**src/rtl/seq_controller.sv**
```systemverilog
// Phase sequencer for the SEQ Y86-64 core: owns the PC, steps F->D->E->M->W->PC,
// runs the memory req/ack handshake with a timeout, and latches the halt status.
module seq_controller #(
  parameter int unsigned           PC_W        = 64,
  parameter logic [PC_W-1:0]       RESET_PC    = '0,
  parameter int unsigned           MEM_TIMEOUT = 15,
  parameter int unsigned           CNT_W       = 32
) (
  input  logic             clk,
  input  logic             rst,
  input  logic             start,
  input  logic [3:0]       icode,
  input  logic             hlt,
  input  logic             valid,
  input  logic             error,
  input  logic [PC_W-1:0]  valP,
  input  logic [PC_W-1:0]  valC,
  input  logic             cnd,
  input  logic [PC_W-1:0]  valM,
  input  logic             mem_ack,
  output logic [PC_W-1:0]  pc,
  output logic             fetch_en,
  output logic             decode_en,
  output logic             execute_en,
  output logic             memory_en,
  output logic             writeback_en,
  output logic             mem_req,
  output logic [2:0]       stat,
  output logic             running,
  output logic [CNT_W-1:0] instr_count
);

  typedef enum logic [2:0] {
    S_IDLE, S_FETCH, S_DECODE, S_EXECUTE, S_MEMORY, S_WRITEBACK, S_PCUPD, S_HALTED
  } state_t;

  localparam logic [2:0] STAT_AOK = 3'd1;
  localparam logic [2:0] STAT_HLT = 3'd2;
  localparam logic [2:0] STAT_ADR = 3'd3;
  localparam logic [2:0] STAT_INS = 3'd4;

  localparam int unsigned     TW       = $clog2(MEM_TIMEOUT + 1);
  localparam logic [TW-1:0]   TMO_LAST = TW'(MEM_TIMEOUT - 1);

  state_t          state;
  logic [3:0]      cur_icode;
  logic [TW-1:0]   tmo_cnt;
  logic [4:0]      stage_en;

  assign fetch_en     = stage_en[0];
  assign decode_en    = stage_en[1];
  assign execute_en   = stage_en[2];
  assign memory_en    = stage_en[3];
  assign writeback_en = stage_en[4];

  function automatic logic needs_mem(input logic [3:0] ic);
    return ic inside {4'd4, 4'd5, 4'd8, 4'd9, 4'd10, 4'd11};
  endfunction

  // Stage enables are registered alongside the state: each transition loads the
  // one-hot pattern of the state being entered.
  always_ff @(posedge clk) begin
    if (rst) begin
      state       <= S_IDLE;
      pc          <= RESET_PC;
      stage_en    <= '0;
      mem_req     <= 1'b0;
      stat        <= STAT_AOK;
      running     <= 1'b0;
      instr_count <= '0;
      cur_icode   <= '0;
      tmo_cnt     <= '0;
    end else begin
      case (state)
        S_IDLE: if (start) begin
          state    <= S_FETCH;
          stage_en <= 5'b00001;
          running  <= 1'b1;
        end
        S_FETCH: begin
          state    <= S_DECODE;
          stage_en <= 5'b00010;
        end
        S_DECODE: begin
          cur_icode <= icode;
          if (error || !valid || hlt || icode == 4'd0) begin
            state    <= S_HALTED;
            stage_en <= '0;
            running  <= 1'b0;
            stat     <= error ? STAT_ADR : (!valid ? STAT_INS : STAT_HLT);
          end else begin
            state    <= S_EXECUTE;
            stage_en <= 5'b00100;
          end
        end
        S_EXECUTE: begin
          state    <= S_MEMORY;
          stage_en <= 5'b01000;
          mem_req  <= needs_mem(cur_icode);
          tmo_cnt  <= '0;
        end
        S_MEMORY: begin
          // An ack on the final timeout cycle takes precedence over the fault.
          if (!mem_req || mem_ack) begin
            state    <= S_WRITEBACK;
            stage_en <= 5'b10000;
            mem_req  <= 1'b0;
          end else if (tmo_cnt == TMO_LAST) begin
            state    <= S_HALTED;
            stage_en <= '0;
            mem_req  <= 1'b0;
            running  <= 1'b0;
            stat     <= STAT_ADR;
          end else begin
            tmo_cnt <= tmo_cnt + TW'(1);
          end
        end
        S_WRITEBACK: begin
          state    <= S_PCUPD;
          stage_en <= '0;
        end
        S_PCUPD: begin
          case (cur_icode)
            4'd8:    pc <= valC;
            4'd7:    pc <= cnd ? valC : valP;
            4'd9:    pc <= valM;
            default: pc <= valP;
          endcase
          instr_count <= instr_count + CNT_W'(1);
          state       <= S_FETCH;
          stage_en    <= 5'b00001;
        end
        S_HALTED: ;
        default: begin
          state    <= S_IDLE;
          stage_en <= '0;
          running  <= 1'b0;
        end
      endcase
    end
  end

endmodule

```
**config.mk**
```make
export PLATFORM = sky130hd
export DESIGN_NAME = seq_controller
export DESIGN_NICKNAME = d
export VERILOG_FILES = /design/src/rtl/seq_controller.sv
export SDC_FILE = /design/constraint.sdc
export NUM_CORES = 1
export LEC_CHECK = 0
export CORE_AREA = 2 2 113 137
export CTS_CLUSTER_SIZE = 12
export DETAILED_ROUTE_END_ITERATION = 7
export DIE_AREA = 0 0 115 139
export GPL_TIMING_DRIVEN = 1
export MAX_ROUTING_LAYER = met4
export PLACE_DENSITY_LB_ADDON = 0.08
export SLEW_MARGIN = 20
export SYNTH_ARGS = -nofsm -noshare
export SYNTH_HDL_FRONTEND = slang
export SYNTH_SLANG_ARGS = --single-unit
```
**constraint.sdc**
```tcl
create_clock -name clk -period 3.5 [get_ports clk]
set_clock_uncertainty 0.2 [all_clocks]
set_input_delay 0.7 -clock clk [delete_from_list [all_inputs] [get_ports clk]]
set_output_delay 0.7 -clock clk [all_outputs]
set_load 0.05 [all_outputs]
```
After elaboration in Yosys (flattened, before gate mapping)
Cells that the tools add are included.
- $add $sub $neg: 2
- multiply operators: 0
- div/mod/pow operators: 0
- order comparisons: 0
- eq/ne operators: 20
- shift operators: 0
- multiplexer cells: 28
- bitwise logic cells: 0
- reduce and logical (&&, ||, !) cells: 18
- operators by type and width (kind ; count):
    64-bit case mux with 3 select lines ; 1
    64-bit 2-to-1 mux ; 1
    5-bit case mux with 7 select lines ; 1
    32-bit by 1-bit adder with 32-bit output (second input constant) ; 1
    3-bit 2-to-1 mux ; 10
    3-bit case mux with 7 select lines ; 1
    4-bit equality test (second input constant) ; 5
    5-bit 2-to-1 mux ; 3
    4-bit by 3-bit equality test with 1-bit output (second input constant) ; 3
    2-bit != test (second input constant) ; 5
    3-bit equality test (second input constant) ; 3
    4-bit 2-to-1 mux ; 2
    4-bit case mux with 2 select lines ; 1
    7-bit nonzero test ; 1
    3-bit by 2-bit equality test with 1-bit output (second input constant) ; 2
    3-bit case mux with 2 select lines ; 1
    3-bit AND reduction ; 2
    6-bit nonzero test ; 1
    1-bit 2-to-1 mux ; 5
    5-bit AND reduction ; 1
    4-bit by 1-bit adder with 4-bit output (second input constant) ; 1
    4-bit zero test ; 1
    1-bit logical OR ; 4
    4-bit AND reduction ; 1
    9 further kinds ; 11
- flip-flop bits (word level): 117
- bits in latches: 0
- RAM bits: 0
- ROM bits: 0
- bits of input ports: 204
- output and inout port bits: 106
- logic and storage cells: 77
- memories kept: 0

Logic depth before layout (Yosys ltp)
Gate-level depths: netlist (run 1).
- depth in word-level cells: 6
- mapped depth: 7
- gate-level depth less buffers: 6

Worst setup path before layout (run 1)
Ideal clock, no wire load.
- path type: input to register
- start: input icode[3]
- end: register stat[1]
- setup time: 122 ps
- arrival: 2034 ps
- data required time: 3178 ps
- slack: 1144 ps
- stages: 4
- path buffers: 0
- cell sequence: or4_1 > a21bo_2 > or4_1 > o311a_1
- cells in the longest elaborated chain, start to end: 4
- RTL lines (element ; line ; text):
    from (decl) ; 12 ; input logic [3:0] icode,
    4-bit zero test ; 86 ; if (error || !valid || hlt || icode == 4'd0) begin
    1-bit logical OR ; 86 ;
    2-bit != test (no source line) ; n/a ;
    4-bit AND reduction (no source line) ; n/a ;
    to (signal assigned) ; 90 ; stat <= error ? STAT_ADR : (!valid ? STAT_INS : STAT_HLT);
    to (decl) ; 28 ; output logic [2:0] stat,
Every way passes these cells.
A chain may end at the register's enable or synchronous reset.

Worst setup path after layout (run 1)
- start: register cur_icode[3]
- end: register pc[8]
- cells in the longest elaborated chain, start to end: 2
- elaborated cells between the ends (all ways): 4
- those cells by class: 3 x eq/ne; 1 x mux
- RTL lines (element ; line ; text):
    from (decl) ; 46 ; logic [3:0] cur_icode;
    from (signal assigned) ; 85 ; cur_icode <= icode;
    4-bit equality test / 4-bit by 3-bit equality test with 1-bit output (equally long branches) ; 123 ; case (cur_icode)
    64-bit case mux with 3 select lines (*) ; 123 ;
    to (signal assigned) ; 124 ; 4'd8: pc <= valC;
    to (signal assigned) ; 125 ; 4'd7: pc <= cnd ? valC : valP;
    to (signal assigned) ; 126 ; 4'd9: pc <= valM;
    to (decl) ; 21 ; output logic [PC_W-1:0] pc,
Every way passes the cells marked *; elsewhere a longest branch is shown, timed or not.

==> results of run 1 <==
==> cell usage after synthesis (2+ instances only) <==
library cell,instances
or4_1,13
buf_2,17
nand4_1,14
and3_1,6
and2_1,3
clkbuf_1,58
mux2_2,4
o41ai_1,3
a21o_1,64
nor3b_2,2
o221a_2,2
nor4_1,5
o21ai_0,11
dfxtp_1,117
a31oi_1,5
inv_1,6
xnor2_1,2
a211oi_1,2
or3_1,9
a21boi_0,2
a21oi_1,28
nand3_1,76
nand3b_1,2
and3b_1,2
a222oi_1,64
xor2_1,9
nand2_1,19
nor2_1,93
o311ai_0,3
ha_1,3
buf_1,5
o31ai_1,75
mux2i_1,4
and4_1,5
nor3_1,4
nor2b_1,4
or2_2,3
==> path summary, 6_finish.rpt <==
check,from,to,slack [ns]
worst max-delay path,cur_icode[3],pc[8],0.70
worst min-delay path,pc[46],pc[46],0.26
worst max register to register,cur_icode[3],pc[8],0.70
worst min register to register,pc[46],pc[46],0.26
==> registers in the layout, indices dropped and copies added, names as in the netlist <==
name / cells
cur_icode: 4
instr_count: 32
mem_req: 1
pc: 64
running: 1
stage_en: 5
stat: 3
state: 3
tmo_cnt: 4
==> layout by cell type (no fill, tap or decap), drive strengths merged, types with 16 or more instances in the layout <==
| cell | n |
|---|---|
| dfxtp | 117 |
| nand3 | 76 |
| nor2 | 94 |
| a222oi | 64 |
| a21o | 64 |
| nand2 | 19 |
| buf | 16 |
| clkbuf | 20 |
| o31ai | 75 |
| a21oi | 28 |
| clkdlybuf4s50 | 308 |
==> worst register-to-register path, stage by stage, from the launching register on <==
cell and delay (ns):
dfxtp_1 0.39, or3b_2 0.76, nor2_4 0.16, buf_4 0.58
a222oi_1 0.33, o31ai_1 0.29
==> area by class of cell <==
class                           count  area [um^2]
Antenna cell                        3         7.51
Multi-Input combinational cell    556         3680
Inverter                            7         26.3
Sequential cell                   117         2340
Clock inverter                     11          111
Clock buffer                       20          437
Fill cell                        1258         4660
Timing Repair Buffer              324         3230
Tap cell                          178          223
==> cells by family after synthesis <==
| family | Yosys count | synth area share (%) |
|---|---|---|
| buffers and inverters | 87 | 5.46 |
| XOR/XNOR | 11 | 1.51 |
| AO/OA/AOI/OAI | 265 | 32.7 |
| multiplexers | 8 | 1.34 |
| adder cells (fa/ha/maj) | 3 | 0.589 |
| flip-flops | 117 | 36.8 |
| AND/OR/NAND/NOR | 269 | 21.7 |
==> routing by layer <==
layer | GRT usage (%) | vias to the layer above
met5 | - | -
met4 | 13.1 | 0
met3 | 8.65 | 56
met2 | 50.3 | 367
met1 | 35.8 | 3552
li1 | - | 3518
==> through the flow <==
step | util [%] | cells
after floorplan | - | 760
after detailed placement | 64.6 | 1182
after CTS | 68.3 | 1213
final | 68.3 | 1216
after global routing | 68.3 | 1216
after global placement | 64.6 | 1182
==> power breakdown <==
part | total, uW | switching [uW] | internal (uW)
registers | 1490 | 60.0 | 1430
logic | 1420 | 833 | 588
clock network | 1660 | 623 | 1030
==> summary.txt, run 1 <==
Status
  • Status: complete, but fails checks
  • Failing checks: DRC

Worst setup path
  • Worst-path maximum fanout: 64
  • Worst reg2reg path depth: 5
  • Worst Setup End Kind: flop
  • Slowest cell on crit path: or3b_2
  • Worst Path Required: 3.62 ns
  • Crit Path Class: flop to flop
  • Crit path depth: 5
  • CP bufs+invs: 1
  • Delay-heaviest family, CP: simple AND/OR/NAND/NOR gates
  • Worst Setup Start Kind: flop
  • Worst path max stage delay: 0.76 ns
  • Critical path arrival: 2.92 ns
  • Critical-path cell list: or3b_2 > nor2_4 > buf_4 > a222oi_1 > o31ai_1

Detailed routing
  • Residual DRC count: 7
  • First DRT Iteration DRCs: 874
  • Final ANT Viol Nets: 0
  • Wire per inst: 20.4 um
  • Met2 wire length: 12300 um
  • DR WL met3: 2110 um
  • Wl on met1: 9550 um
  • Vias per cell: 6.16
  • First drt pass iteration count: 8
  • Vias post-DR: 7493
  • Total Routed Length: 24800 um
  • Highest metal used: met4

Clock tree
  • Max clock buf depth: 2
  • CTS tree: done
  • Setup bufs post-CTS: 0
  • TritonCTS Sinks: 117
  • Total CTS buffers: 17
  • Clk Tree Root Cell: clkbuf_16
  • Post-CTS Hold Buffers: 0
  • Htree depth: 4
  • PostCTS Resize Cnt: 0
  • Clk slew on worst S/H paths: 0.05 ns
  • Clk Latency, worst-skew pair: 0.42 ns

Placed design
  • Port buffer count: 309
  • DPL Wire Length: 16400 um
  • Post-DP Area: 9500 um^2
  • Pre-CTS setup slack: 0.678 ns
  • Gpl congestion: 0.868

Logic synthesis
  • Area of the mapped netlist: 6370 um^2
  • Cell taking the most area after synthesis: dfxtp_1
  • Syn Area/Cell: 8.38 um^2
  • Sequential share of the synthesized area: 36.8%
  • Synth top area share: 36.8%
  • Synth area leaders: dfxtp_1 (37%), a222oi_1 (10%), o31ai_1 (8.8%)
  • Syn Nets: 967
  • Number of synthesized flops with an enable pin: 0
  • Synth warnings: 0
  • Post-synth cell types: 53
  • Cells after Synth: 760
  • Fraction of registers with async set/reset: 0%
  • Yosys reg bits: 117
  • Synth Flop Type: dfxtp_1

GRT
  • First-pass GRT wire length: 38200 um
  • Total GRT Usage: 31.1%
  • Vias in the first global route: 7138
  • Aggregate global routing overflow: 0
  • Initial antenna violation count: 3
  • Largest net degree at the start of global routing: 71

Power
  • Total chip power: 4570 uW
  • Pleak: 0.00382 uW
  • Pwr/cell area: 454 nW/um^2
  • Maximum VDD drop: 304 uV

STA
  • Final WS setup: 0.701 ns
  • Final setup TNS: 0 ns
  • Worst slew pin tran: 0.832 ns
  • Final worst-path cycle share: 80.0%
  • Endpoints failing hold: 0
  • Min Clock Period, post-route: 2.80 ns
  • RSZ-0062 raised after global routing: false
  • Hold_ws: 0.261 ns
  • Highest clock rate: 357 MHz
  • Slew Limit Headroom: 44.5%
  • Final-report max-slew violation count: 0
  • Final setup fails: 0

Floorplanning
  • Die Area: 16000 um^2
  • Chip height: 139 um
  • Core area: 14700 um^2
  • Row Count: 49
  • Num ports: 310
  • Initial Util: 43.3%
  • Die width: 115 um

Min path
  • Hold Path Depth: 2
  • Worst Hold Class: flop to flop

Final layout
  • Total Nets Final: 1230
  • Layout cells sized above 1: 6.28%
  • Post-route cell area: 10100 um^2
  • Area Overhead vs Synth: 57.9%

Flow run
  • MaxCap Viol Count: 0
No activity file was read; power rests on OpenSTA's default activity.
==> run 2: changes to the inputs <==
Settings changed: CORE_AREA 2 2 113 137 to 2 2 117 142, DIE_AREA 0 0 115 139 to 0 0 119 144.
Clock period 3.5 ns to 2.71 ns, I/O delays scaled along.
==> run 2 against run 1 <==
The flow still finishes with violations (DRC). Sequential share of layout area shrank 0.45 points. Critical path depth shrank 4. Routed wire length increased by 0.98%. Clock-buffer cell count up 3. Largest cell class unchanged. Core utilization shrank 3.8 points. Non-clock buffer count up 11. Critical path type is now flop to output pin.
==> summary.txt, run 2 (synthesis gave the netlist of run 1 again) <==
STA
  • Worst slew pin tran: 0.855 ns
  • Min Clock Period, post-route: 2.48 ns
  • Highest clock rate: 403 MHz
  • Final-report max-slew violation count: 0
  • RSZ-0062 raised after global routing: false
  • Final worst-path cycle share: 91.7%
  • Slew Limit Headroom: 43.0%
  • Endpoints failing hold: 0
  • Final WS setup: 0.226 ns
  • Final setup fails: 0
  • Final setup TNS: 0 ns

Worst setup path
  • Worst Setup SP: instr_count[23]
  • Delay-heaviest family, CP: buffers and inverters
  • Worst-path maximum fanout: 9
  • Worst r2r dst: pc[61]
  • Worst reg2reg path depth: 6
  • CP bufs+invs: 1
  • Worst path max stage delay: 0.86 ns
  • Slowest cell on crit path: clkdlybuf4s50_1
  • Reg-to-Reg Start: cur_icode[3]
  • Worst Setup Start Kind: flop
  • Crit Path Class: flop to output pin
  • Worst reg-to-reg setup slack: 0.39 ns
  • Critical-path cell list: clkdlybuf4s50_1
  • Worst Setup End Kind: output pin
  • Critical path arrival: 1.74 ns
  • Worst Path Required: 1.97 ns

Power
  • Clock Power Share: 37.0%
  • Part of the power in registers: 32.2%
  • Net Sw Frac: 32.8%
  • Pleak: 0.00390 uW
  • Pwr/cell area: 593 nW/um^2
  • Comb power frac: 30.8%
  • Total internal power: 4080 uW
  • Maximum VDD drop: 568 uV
  • NetSw: 1990 uW

Detailed routing
  • Final ANT Viol Nets: 0
  • Vias per cell: 5.97
  • First drt pass iteration count: 8
  • First DRT Iteration DRCs: 797
  • Total Routed Length: 25000 um
  • Wire per inst: 19.9 um
  • Residual DRC count: 9
  • Vias post-DR: 7530

Clock tree
  • Max clock buf depth: 2
  • TritonCTS Sinks: 117
  • Htree depth: 4
  • Clk Latency, worst-skew pair: 0.41 ns
  • Setup bufs post-CTS: 0
  • CTS tree: done
  • PostCTS Resize Cnt: 0
  • Clk slew on worst S/H paths: 0.05 ns
  • Post-CTS Hold Buffers: 0
  • Total CTS buffers: 17
  • Clk Tree Root Cell: clkbuf_16

Final layout
  • FILL cells: 1378
  • Area Overhead vs Synth: 61.0%
  • Number of flip-flops in the largest register: 64
  • Post-route cell area: 10300 um^2
  • Area of the multi-input gates: 3680 um^2
  • Largest regs: pc x64, instr_count x32, stage_en x5
  • Most common cell after layout, fill and taps aside: clkdlybuf4s50_1
  • Non-filler cells, final: 1261
  • Layout cells sized above 1: 7.45%
  • Total Nets Final: 1241
  • Reg area: 2340 um^2
  • Top reg by flops: pc
  • Most frequent cells in the layout: clkdlybuf4s50_1 (308), dfxtp_1 (117), nor2_1 (93)

Min path
  • Worst Hold End: pc[18]
  • Hold_sp: pc[18]
  • Worst Hold Class: flop to flop
  • Hold Path Depth: 2

Floorplanning
  • Die width: 119 um
  • Row Count: 51
  • Initial Util: 40.1%
  • Num ports: 310
  • Chip height: 144 um
  • Core area: 15900 um^2
  • Die Area: 17100 um^2

GRT
  • Total GRT Usage: 29.2%
  • Largest net degree at the start of global routing: 71
  • Vias in the first global route: 7128
  • First-pass GRT wire length: 38100 um
  • Initial antenna violation count: 2
  • Aggregate global routing overflow: 0

Placed design
  • Gpl congestion: 0.845
  • Post-DP Area: 9660 um^2
  • DPL Wire Length: 16800 um
  • Pre-CTS setup slack: 0.0535 ns
  • Port buffer count: 309
  • Placed Cells: 1227

Status
  • Status: complete, but fails checks
  • Failing checks: DRC

Flow run
  • MaxCap Viol Count: 0
run 2: power groups by stage:
stage | Combinational (uW) | Sequential [uW] | Clock (uW)
after detailed placement | 1850 | 1990 | 0
after global placement | 1860 | 1990 | 0
after global routing | 1990 | 1970 | 2360
after CTS | 1870 | 1950 | 2270
after floorplan | 769 | 2290 | 0
final | 1870 | 1960 | 2250
run 2: cell type report:
cell class,count,share of cell area [%]
tap,212,2.59
inverter,7,0.256
clock buffer,23,4.76
clock inverter,9,0.976
antenna,2,0.0488
timing repair buffer,335,32.6
sequential,117,22.8
multi-input combinational,556,35.9
run 2: routing by layer:
metal | vias up | global-route usage (%) | part of all wire [%]
met5 | - | - | 0
met4 | 0 | 14.8 | 4.3
met3 | 76 | 8.68 | 8.7
met2 | 361 | 45.8 | 48
met1 | 3560 | 34.1 | 39
li1 | 3533 | - | -
run 2: worst max-delay path by stage:
stage	end	slack, ns	cells after the start
after floorplan	instr_count[15]	0.39	6
after global placement	stat[1]	0.06	5
after detailed placement	stat[1]	0.05	5
after CTS	instr_count[23]	0.21	1
after global routing	instr_count[23]	0.17	1
final	instr_count[23]	0.23	1
run 2: stage by stage:
step	hold WS, ns	util (%)	total power, uW
after floorplan	0.265	-	3060
after global placement	0.253	60.8	3840
after detailed placement	0.258	60.8	3840
after CTS	0.264	64.5	6100
after global routing	0.284	64.5	6320
final	0.261	64.5	6080
run 2: tightest hold or removal path: cells and delay by family, from the launching register on:
family	cells	cell delay, ns
AND/OR/NAND/NOR	1	0.06
flip-flops	1	0.30
AO/OA/AOI/OAI	1	0.05
==> run 3: changes to the inputs <==
Settings changed: SETUP_SLACK_MARGIN set to 0.15.
==> results of run 3 <==
Final layout, timing and power as in run 2 (identical DEF).
